`config.mk`:
```
export PLATFORM = sky130hd
export DESIGN_NAME = ram_arbiter
export DESIGN_NICKNAME = d
export VERILOG_FILES = /design/src/rtl/ram_arbiter.sv
export SDC_FILE = /design/constraint.sdc
export NUM_CORES = 1
export LEC_CHECK = 0
export BUFFER_PORTS_ARGS = -buffer_cell sky130_fd_sc_hd__buf_2
export CAP_MARGIN = 20
export CORE_MARGIN = 1
export CORE_UTILIZATION = 47
export CTS_CLUSTER_SIZE = 12
export DETAILED_ROUTE_END_ITERATION = 10
export PLACE_DENSITY = 0.87
export SKIP_CTS_REPAIR_TIMING = 1
export SLEW_MARGIN = 20
export SYNTH_ARGS = -nofsm -noshare
export SYNTH_HDL_FRONTEND = slang
export SYNTH_SLANG_ARGS = --single-unit
```
`constraint.sdc`:
```
create_clock -name sys_clk -period 2.2 [get_ports sys_clk]
set_input_delay 0.44 -clock sys_clk [delete_from_list [all_inputs] [get_ports sys_clk]]
set_output_delay 0.44 -clock sys_clk [all_outputs]
set_load 0.005 [all_outputs]
```
`src/rtl/ram_arbiter.sv`:
```
// Round-robin arbiter sharing one single-port RAM between requesters A and B.
// Each accepted single-beat command drives the RAM pins for one cycle. Read data
// is steered back to its issuer through an RD_LAT-deep {valid, owner} pipeline.
module ram_arbiter #(
  parameter int ADDR_W = 8,
  parameter int DATA_W = 8,
  parameter int RD_LAT = 2
) (
  input  logic              sys_clk,
  input  logic              sys_rst_n,
  input  logic              req_a,
  input  logic              we_a,
  input  logic [ADDR_W-1:0] addr_a,
  input  logic [DATA_W-1:0] wdata_a,
  output logic              ack_a,
  output logic              rvalid_a,
  output logic [DATA_W-1:0] rdata_a,
  input  logic              req_b,
  input  logic              we_b,
  input  logic [ADDR_W-1:0] addr_b,
  input  logic [DATA_W-1:0] wdata_b,
  output logic              ack_b,
  output logic              rvalid_b,
  output logic [DATA_W-1:0] rdata_b,
  output logic              ram_wr_en,
  output logic              ram_rd_en,
  output logic [ADDR_W-1:0] ram_addr,
  output logic [DATA_W-1:0] ram_wr_data,
  input  logic [DATA_W-1:0] ram_rd_data,
  output logic              busy
);

  localparam logic OWNER_A = 1'b0;
  localparam logic OWNER_B = 1'b1;

  logic              ack_a_reg, ack_b_reg;
  logic              rvalid_a_reg, rvalid_b_reg;
  logic [DATA_W-1:0] rdata_a_reg, rdata_b_reg;
  logic              ram_wr_en_reg, ram_rd_en_reg;
  logic [ADDR_W-1:0] ram_addr_reg;
  logic [DATA_W-1:0] ram_wr_data_reg;
  logic              busy_reg;
  logic              last_grant_reg;

  logic              elig_a, elig_b;
  logic              grant_a, grant_b, grant_any;
  logic              sel_we;
  logic [ADDR_W-1:0] sel_addr;
  logic [DATA_W-1:0] sel_wdata;

  logic [RD_LAT-1:0] pipe_valid_reg, pipe_owner_reg;
  logic [RD_LAT-1:0] pipe_valid_next, pipe_owner_next;
  logic              ret_valid, ret_owner;

  // Eligibility masks the request still visible during its own ack cycle;
  // on a conflict the requester that did not win last time goes first.
  always_comb begin
    elig_a    = req_a && !ack_a_reg;
    elig_b    = req_b && !ack_b_reg;
    grant_a   = elig_a && (!elig_b || (last_grant_reg == OWNER_B));
    grant_b   = elig_b && !grant_a;
    grant_any = grant_a || grant_b;
    sel_we    = grant_b ? we_b    : we_a;
    sel_addr  = grant_b ? addr_b  : addr_a;
    sel_wdata = grant_b ? wdata_b : wdata_a;
  end

  // Command issue: acks and RAM pins for exactly one cycle per grant; address holds otherwise.
  always_ff @(posedge sys_clk or negedge sys_rst_n) begin
    if (!sys_rst_n) begin
      ack_a_reg       <= 1'b0;
      ack_b_reg       <= 1'b0;
      ram_wr_en_reg   <= 1'b0;
      ram_rd_en_reg   <= 1'b0;
      ram_addr_reg    <= '0;
      ram_wr_data_reg <= '0;
      last_grant_reg  <= OWNER_B;
    end else begin
      ack_a_reg       <= grant_a;
      ack_b_reg       <= grant_b;
      ram_wr_en_reg   <= grant_any && sel_we;
      ram_rd_en_reg   <= grant_any && !sel_we;
      ram_wr_data_reg <= (grant_any && sel_we) ? sel_wdata : '0;
      if (grant_any) begin
        ram_addr_reg   <= sel_addr;
        last_grant_reg <= grant_b ? OWNER_B : OWNER_A;
      end
    end
  end

  // Stage 0 is fed from the read strobe on the RAM pins, so the last stage lines
  // up with the cycle in which ram_rd_data is valid.
  generate
    for (genvar gi = 0; gi < RD_LAT; gi++) begin : g_pipe
      if (gi == 0) begin : g_head
        assign pipe_valid_next[gi] = ram_rd_en_reg;
        assign pipe_owner_next[gi] = ack_b_reg;
      end else begin : g_body
        assign pipe_valid_next[gi] = pipe_valid_reg[gi-1];
        assign pipe_owner_next[gi] = pipe_owner_reg[gi-1];
      end
    end
  endgenerate

  assign ret_valid = pipe_valid_reg[RD_LAT-1];
  assign ret_owner = pipe_owner_reg[RD_LAT-1];

  // Return pipeline shift; busy mirrors the valid bits it is about to hold.
  always_ff @(posedge sys_clk or negedge sys_rst_n) begin
    if (!sys_rst_n) begin
      pipe_valid_reg <= '0;
      pipe_owner_reg <= '0;
      busy_reg       <= 1'b0;
    end else begin
      pipe_valid_reg <= pipe_valid_next;
      pipe_owner_reg <= pipe_owner_next;
      busy_reg       <= |pipe_valid_next;
    end
  end

  // Capture returning data for its owner; rdata holds until that owner's next read.
  always_ff @(posedge sys_clk or negedge sys_rst_n) begin
    if (!sys_rst_n) begin
      rvalid_a_reg <= 1'b0;
      rvalid_b_reg <= 1'b0;
      rdata_a_reg  <= '0;
      rdata_b_reg  <= '0;
    end else begin
      rvalid_a_reg <= ret_valid && (ret_owner == OWNER_A);
      rvalid_b_reg <= ret_valid && (ret_owner == OWNER_B);
      if (ret_valid && (ret_owner == OWNER_A)) rdata_a_reg <= ram_rd_data;
      if (ret_valid && (ret_owner == OWNER_B)) rdata_b_reg <= ram_rd_data;
    end
  end

  assign ack_a       = ack_a_reg;
  assign ack_b       = ack_b_reg;
  assign rvalid_a    = rvalid_a_reg;
  assign rvalid_b    = rvalid_b_reg;
  assign rdata_a     = rdata_a_reg;
  assign rdata_b     = rdata_b_reg;
  assign ram_wr_en   = ram_wr_en_reg;
  assign ram_rd_en   = ram_rd_en_reg;
  assign ram_addr    = ram_addr_reg;
  assign ram_wr_data = ram_wr_data_reg;
  assign busy        = busy_reg;

endmodule

```
==> results of run 1 <==
[final cells by class]
type / count / area [um^2]
fill: 281 / 1160
timing repair buffer: 85 / 427.9
clock buffer: 6 / 51.30
clock inverter: 2 / 38.79
tap: 46 / 57.56
sequential: 44 / 1102
multi-input combinational: 54 / 484.2
inverter: 4 / 15.01
[routing by layer]
metal / vias to the layer above / track usage [%] / part of all wire, %
li1: 562 / - / -
met1: 558 / 21.68 / 44
met2: 65 / 28.26 / 49
met3: 5 / 5.882 / 6.5
met4: 0 / 7.792 / 1.3
met5: - / 0 / 0
[through the flow]
stage	total power [W]	setup slack [ps]	utilization, %	cells	instance area [um^2]
floorplan	0.001450	909.6	-	107	1638
global placement	0.001729	635.2	62.54	233	2087
detailed placement	0.001762	559.3	62.54	233	2087
CTS	0.002285	683.6	65.24	241	2177
global route	0.002413	544.3	65.24	241	2177
finish	0.002252	703.6	65.24	241	2177
[cell usage after synthesis]
| cell type | n |
|---|---|
| mux2_2 | 15 |
| or2_1 | 1 |
| buf_6 | 1 |
| nand3b_1 | 1 |
| buf_2 | 1 |
| and3_1 | 1 |
| a22o_1 | 8 |
| clkbuf_2 | 1 |
| mux2_1 | 1 |
| dfrtp_1 | 43 |
| o21ai_2 | 1 |
| nor2b_1 | 1 |
| nor2b_2 | 1 |
| or3_1 | 8 |
| buf_4 | 2 |
| o22ai_1 | 1 |
| o221a_2 | 8 |
| inv_1 | 4 |
| nand2b_1 | 2 |
| dfstp_2 | 1 |
| nand2_1 | 2 |
| or2_2 | 1 |
| o21a_1 | 1 |
| o211a_1 | 1 |
[where the power goes]
group          internal [W]  total (W)  switching, W
Sequential          0.00104    0.00115      0.000111
Combinational      0.000348   0.000583      0.000235
Clock              0.000272   0.000520      0.000247
Total               0.00166    0.00225      0.000594
[logic make-up after synthesis]
group	after synthesis
flip-flops	44
AO/OA/AOI/OAI	20
AND/OR/NAND/NOR	18
multiplexers	16
buffers and inverters	9
[worst max-delay path: stages (launching register included)]
cell,delay [ps]
dfrtp_1,420
nor2b_1,410
o21ai_2,230
o221a_2,320
[final timing paths]
| check | start | endpoint | slack (ps) | depth (start not counted) |
|---|---|---|---|---|
| worst max-delay path | ack_a$_DFF_PN0_ | ram_addr[3]$_DFFE_PN0P_ | 700 | 3 |
| min in group sys_clk | we_b | ram_rd_en$_DFF_PN0_ | 260 | 2 |
| worst min register to register | pipe_owner_reg[0]$_DFF_PN0_ | pipe_owner_reg[1]$_DFF_PN0_ | 370 | 0 |
| max in group asynchronous | sys_rst_n | last_grant_reg$_DFFE_PN1P_ | 1690 | 2 |
| worst min-delay path | sys_rst_n | pipe_valid_reg[0]$_DFF_PN0_ | 150 | 2 |
| worst max register to register | ack_a$_DFF_PN0_ | ram_addr[3]$_DFFE_PN0P_ | 700 | 3 |
==> results.cfg, run 1 <==
[timing]
rsz0062_at_grt = false
hold_viol = 0
post-route-min-period_ps = 1496
worst_pin_slew_ps = 523.9
drv_slew = 0
clock.fmax_ghz = 0.6683
fin_tns_setup_ps = 0
relSlewSlack_pct = 65.07
setup_viol = 0
fin_crit_sh_pct = 68.02
hold-worst-slack_ps = 145.1
fin_skew_ps = 7.622

[final_layout]
nNetsFinal = 240
final_common_cell = buf_2
area_growth_pct = 32.93
final_cell_mix = 84 x buf_2, 43 x dfrtp_1, 15 x mux2_2
drive_gt1_share_pct = 61.54
antenna_cells = 0

[setup_path]
startpoint_type = register
worstPathArrival_ps = 1740
end_kind = register
required_ps = 2440
crit_path_max_fanout = 10
crit_type = register to register

[drt]
drt-vias-per-instance = 4.938
drt_wl_total_mm = 3.164
vias = 1190
first_pass_iters = 6
drtIter0Drc = 42
drc_errors = 0
avgRoutedWirePerCell_um = 13.13
antenna_left = 0

[yosys]
synthAdderAreaFrac_pct = 0
syn_area_um2 = 1638
synth_area_leaders = dfrtp_1 66%, mux2_2 10%, o221a_2 5.5%
yosys.area_share.simple_pct = 6.799
yosysWarnings = 0
synthMuxAreaShare_pct = 11.00
syn_inst = 107
syn-num-nets = 153
seq_area_frac_synth_pct = 67.30
synth_cell_type_count = 24
postSynthAreaPerCell_um2 = 15.31
synth_top_area_share_pct = 65.70
yosys.area.top_type = dfrtp_1
synth_compound_area_share_pct = 11.76
synth_top_family_by_area = compound AO/OA/AOI/OAI gates
synth_xor_area_share_pct = 0
ys_seq_elements = 44

[cts]
clk_path_buf_depth = 2
htree_levels = 2
cts_tree = built
root_buffer = clkbuf_4
cts.sink_count = 44
numCtsBuffers = 5
clock_latency_ps = 340
clk_pin_slew_ps = 130

[power_and_ir_drop]
leakagePower_nw = 1.140
p_per_area_nw_per_um2 = 1034
max-vdd-ir-drop_uv = 515.9

[die]
core_area_um2 = 3337
ios = 85
num_rows = 21
die_h_um = 61.03
dieArea_um2 = 3725
initial_utilization_pct = 49.08
die_w_um = 61.03

[placed_design]
gp_congestion = 0.7046
dp_hpwl_mm = 2.396
io_buffers = 84

[grt]
track_usage_pct = 17.58
grt_pass1_wl_mm = 4.602
antenna_found_initial = 0
grt_pass1_vias = 1063
grt_max_degree = 45
overflow = 0

[status]
outcome = finished, final reports clean

[worst_hold_path]
worstHoldPathType = input port to asynchronous set/reset pin

[run]
max_cap_viol_count = 0
Note: power is estimated with default switching activity, not from simulation.
==> inputs of run 2 (changes only) <==
Settings changed: CORE_UTILIZATION 47 to 44, PLACE_DENSITY 0.87 to 0.82.
Clock period 2.2 ns to 1.5 ns, I/O delays scaled along.
==> results.cfg, run 2 (synthesized netlist as in run 1, its figures left out) <==
[drt]
drtIter0Drc = 42
first_pass_iters = 2
antenna_left = 0
drt_wl_total_mm = 3.590
drt-vias-per-instance = 4.984
vias = 1211
drc_errors = 0
avgRoutedWirePerCell_um = 14.77

[worst_hold_path]
worstHoldPathType = input port to register
min_from = we_b

[placed_design]
gp_congestion = 0.8145
io_buffers = 84
dp_hpwl_mm = 2.695
detailed_place.area_um2 = 2115

[final_layout]
ff_latch_area_um2 = 1102
drive_gt1_share_pct = 61.93
nNetsFinal = 243
final_cell_mix = 84 x buf_2, 43 x dfrtp_1, 15 x mux2_2
final_common_cell = buf_2
utilization_pct = 64.23
fillCellCount = 290
multi_input_area_um2 = 493.0
fin_area_um2 = 2211
antenna_cells = 0
area_growth_pct = 34.99

[die]
num_rows = 21
core_area_um2 = 3442
die_h_um = 63.01
die_w_um = 63.01
ios = 85
initial_utilization_pct = 47.58
dieArea_um2 = 3970

[setup_path]
crit_path_max_fanout = 9
r2r_start = last_grant_reg$_DFFE_PN1P_
required_ps = 1680
startpoint_type = register
worstPathArrival_ps = 1580
crit_path_start = last_grant_reg$_DFFE_PN1P_
crit_type = register to register
end_kind = register

[power_and_ir_drop]
leakagePower_nw = 1.155
combPwrFrac_pct = 27.3
power.total_w = 0.003253
switching_share_pct = 27.25
p_per_area_nw_per_um2 = 1471
switchingPower_w = 0.0008865
p_clk_share_pct = 21.0
p_int_w = 0.002366
sequentialPowerShare_pct = 51.7
max-vdd-ir-drop_uv = 696.2

[timing]
setup_viol = 0
fin_crit_sh_pct = 93.50
clock.fmax_ghz = 0.7130
post-route-min-period_ps = 1403
worst_pin_slew_ps = 443.0
relSlewSlack_pct = 70.46
drv_slew = 0
hold_viol = 0
rsz0062_at_grt = false
fin_skew_ps = 3.854

[grt]
grt_max_degree = 20
antenna_found_initial = 0
grt_pass1_wl_mm = 6.037
grt_pass1_vias = 1262
overflow = 0
track_usage_pct = 20.26

[cts]
root_buffer = clkbuf_8
clock_latency_ps = 290
cts_tree = built
numCtsBuffers = 5
cts.sink_count = 44
clk_pin_slew_ps = 80
clk_path_buf_depth = 2
htree_levels = 2

[run]
max_cap_viol_count = 0

[status]
outcome = finished, final reports clean
run 2: stage by stage:
step	hold slack (ps)	setup WS, ps	setup TNS [ps]	cells
final	220.1	97.45	0	243
after global routing	212.3	39.96	0	243
after CTS	-52.71	-15.16	-20.02	242
after detailed placement	260.8	2.567	0	235
after global placement	248.9	99.97	0	235
after floorplan	4.409	209.6	0	107
run 2: power groups by stage:
| stage | registers (W) | logic (W) | clock network [W] |
|---|---|---|---|
| after floorplan | 0.00173 | 0.000398 | 0 |
| after global placement | 0.00168 | 0.000861 | 0 |
| after detailed placement | 0.00171 | 0.000892 | 0 |
| after CTS | 0.00168 | 0.000896 | 0.000692 |
| after global routing | 0.00173 | 0.000977 | 0.000757 |
| final | 0.00168 | 0.000889 | 0.000683 |
run 2: routing by layer:
metal / global-route usage [%] / vias up / wire length [um]
met3: 6.387 / 6 / 175
met2: 32.26 / 57 / 1844
met4: 9.012 / 0 / 65
met5: 0 / - / 0
met1: 25.09 / 580 / 1505
li1: - / 568 / -
run 2: worst max-delay path, stage by stage, from the launching register on:
cell      delay, ps
dfstp_2         570
nand3b_1        150
and3_2          320
a22o_1          260
run 2: worst paths after layout:
path                                          endpoint  slack, ps  depth (start not counted)
max                           ram_wr_data[3]$_DFF_PN0_        100                          3
min                                ram_rd_en$_DFF_PN0_        220                          2
max reg2reg                   ram_wr_data[3]$_DFF_PN0_        100                          3
min reg2reg                pipe_owner_reg[1]$_DFF_PN0_        360                          0
max in group asynchronous     ram_wr_data[4]$_DFF_PN0_        540                          3
min in group asynchronous       rdata_a[6]$_DFFE_PN0P_        480                          2
run 2: area by class of cell:
| class | count | share of cell area [%] |
|---|---|---|
| tap | 46 | 2.603 |
| clock buffer | 6 | 3.282 |
| clock inverter | 1 | 0.2264 |
| sequential | 44 | 49.86 |
| inverter | 4 | 0.6791 |
| timing repair buffer | 88 | 21.05 |
| multi-input combinational | 54 | 22.30 |
==> inputs of run 3 (changes only) <==
Settings changed: PLACE_DENSITY 0.82 to 0.89.
==> results.cfg, run 3 (synthesized netlist as in run 1, its figures left out) <==
[status]
outcome = finished, final reports clean

[timing]
drv_slew = 0
post-route-min-period_ps = 1394
fin_crit_sh_pct = 92.93
clock.fmax_ghz = 0.7174
hold_viol = 0
rsz0062_at_grt = false
hold-worst-slack_ps = 192.7
fin_tns_setup_ps = 0
relSlewSlack_pct = 70.72
layout_setup_ws_ps = 106.1
setup_viol = 0
worst_pin_slew_ps = 439.2
fin_skew_ps = 5.400

[cts]
clk_pin_slew_ps = 80
clk_path_buf_depth = 2
clock_latency_ps = 290
numCtsBuffers = 5
cts_tree = built
root_buffer = clkbuf_8
cts.sink_count = 44
htree_levels = 2

[setup_path]
worstPathArrival_ps = 1570
crit_type = register to register
crit_chain = nand3b_1 -> and3_2 -> a22o_1
startpoint_type = register
worstPathBufferInverterCount = 0
crit_slowest_cell = dfstp_2
end_kind = register
crit_path_max_fanout = 9
reg2reg_depth = 3
crit_family = flip-flops
required_ps = 1670
slowest_delay_ps = 570
critical_path_depth = 3

[placed_design]
preCtsSetupSlack_ps = 33.66
gp_congestion = 0.6923
io_buffers = 84
detailed_place.area_um2 = 2122
place_inst = 236
dp_hpwl_mm = 2.719

[die]
initial_utilization_pct = 47.58
die_w_um = 63.01
num_rows = 21
core_area_um2 = 3442
die_h_um = 63.01
dieArea_um2 = 3970
ios = 85

[drt]
first_pass_iters = 3
drc_errors = 0
drt_wl_total_mm = 3.458
drt-vias-per-instance = 4.927
avgRoutedWirePerCell_um = 14.11
antenna_left = 0
drtIter0Drc = 50
vias = 1207

[grt]
grt_max_degree = 24
grt_util_met3_pct = 5.839
grt_pass1_vias = 1210
grtUsageMet2_pct = 31.99
track_usage_pct = 18.92
busiest_layer = met2
antenna_found_initial = 0
use_met1_pct = 22.09
grt_pass1_wl_mm = 5.616
overflow = 0

[final_layout]
antenna_cells = 0
drive_gt1_share_pct = 62.81
final_cell_mix = 84 x buf_2, 43 x dfrtp_1, 15 x mux2_2
nNetsFinal = 244
stdcell_count = 245
fin_area_um2 = 2247
fillCellCount = 266
area_growth_pct = 37.20
final_common_cell = buf_2

[worst_hold_path]
hold_depth = 2
worstHoldPathType = input port to register

[power_and_ir_drop]
leakagePower_nw = 1.169
max-vdd-ir-drop_uv = 658.6
p_per_area_nw_per_um2 = 1529

[run]
max_cap_viol_count = 0
run 3: cell types whose count changed in the layout (fill, tap and decap cells not counted), sizes merged:
cell      change
buf           +1
bufinv        +1
clkbuf        -1
clkinvlp      +1
run 3: through the flow:
step | utilization, % | power, W
floorplan | - | 0.002126
global placement | 61.65 | 0.002555
detailed placement | 61.65 | 0.002602
CTS | 64.89 | 0.003477
global route | 65.29 | 0.003657
finish | 65.29 | 0.003437
run 3: per-layer routing:
metal,part of all wire (%),routed length (um)
met1,41,1402
met2,51,1755
met3,6.7,232
met4,2.0,68
met5,0,0
run 3: worst paths after layout:
| kind | from | endpoint | slack, ps |
|---|---|---|---|
| setup / recovery | last_grant_reg$_DFFE_PN1P_ | ram_wr_data[1]$_DFF_PN0_ | 110 |
| hold / removal | we_b | ram_rd_en$_DFF_PN0_ | 190 |
| setup reg to reg | last_grant_reg$_DFFE_PN1P_ | ram_wr_data[1]$_DFF_PN0_ | 110 |
| hold reg to reg | pipe_valid_reg[0]$_DFF_PN0_ | pipe_valid_reg[1]$_DFF_PN0_ | 370 |
| max in group asynchronous | sys_rst_n | last_grant_reg$_DFFE_PN1P_ | 530 |
| min in group asynchronous | sys_rst_n | ram_wr_data[3]$_DFF_PN0_ | 440 |
run 3: worst register-to-register path, cell delays in order (launching register included):
cell and delay (ps):
dfstp_2 570, nand3b_1 130, and3_2 310, a22o_1 270
run 3: layout make-up:
cell class	instances	area (um^2)	area share (%)
clock buffer	5	68.82	3.062
clock inverter	3	42.54	1.893
inverter	4	15.01	0.6682
multi-input combinational	54	488.0	21.71
sequential	44	1102	49.05
tap	46	57.56	2.561
timing repair buffer	89	473.0	21.05
run 3: power by group:
| group | internal, W | switching (W) | total [W] | leakage (nW) |
|---|---|---|---|---|
| combinational | 0.000528 | 0.000357 | 0.000884 | 0.582 |
| sequential | 0.00152 | 0.000154 | 0.00168 | 0.533 |
| clock | 0.000492 | 0.000382 | 0.000874 | 0.0541 |
| total | 0.00254 | 0.000892 | 0.00344 | 1.17 |
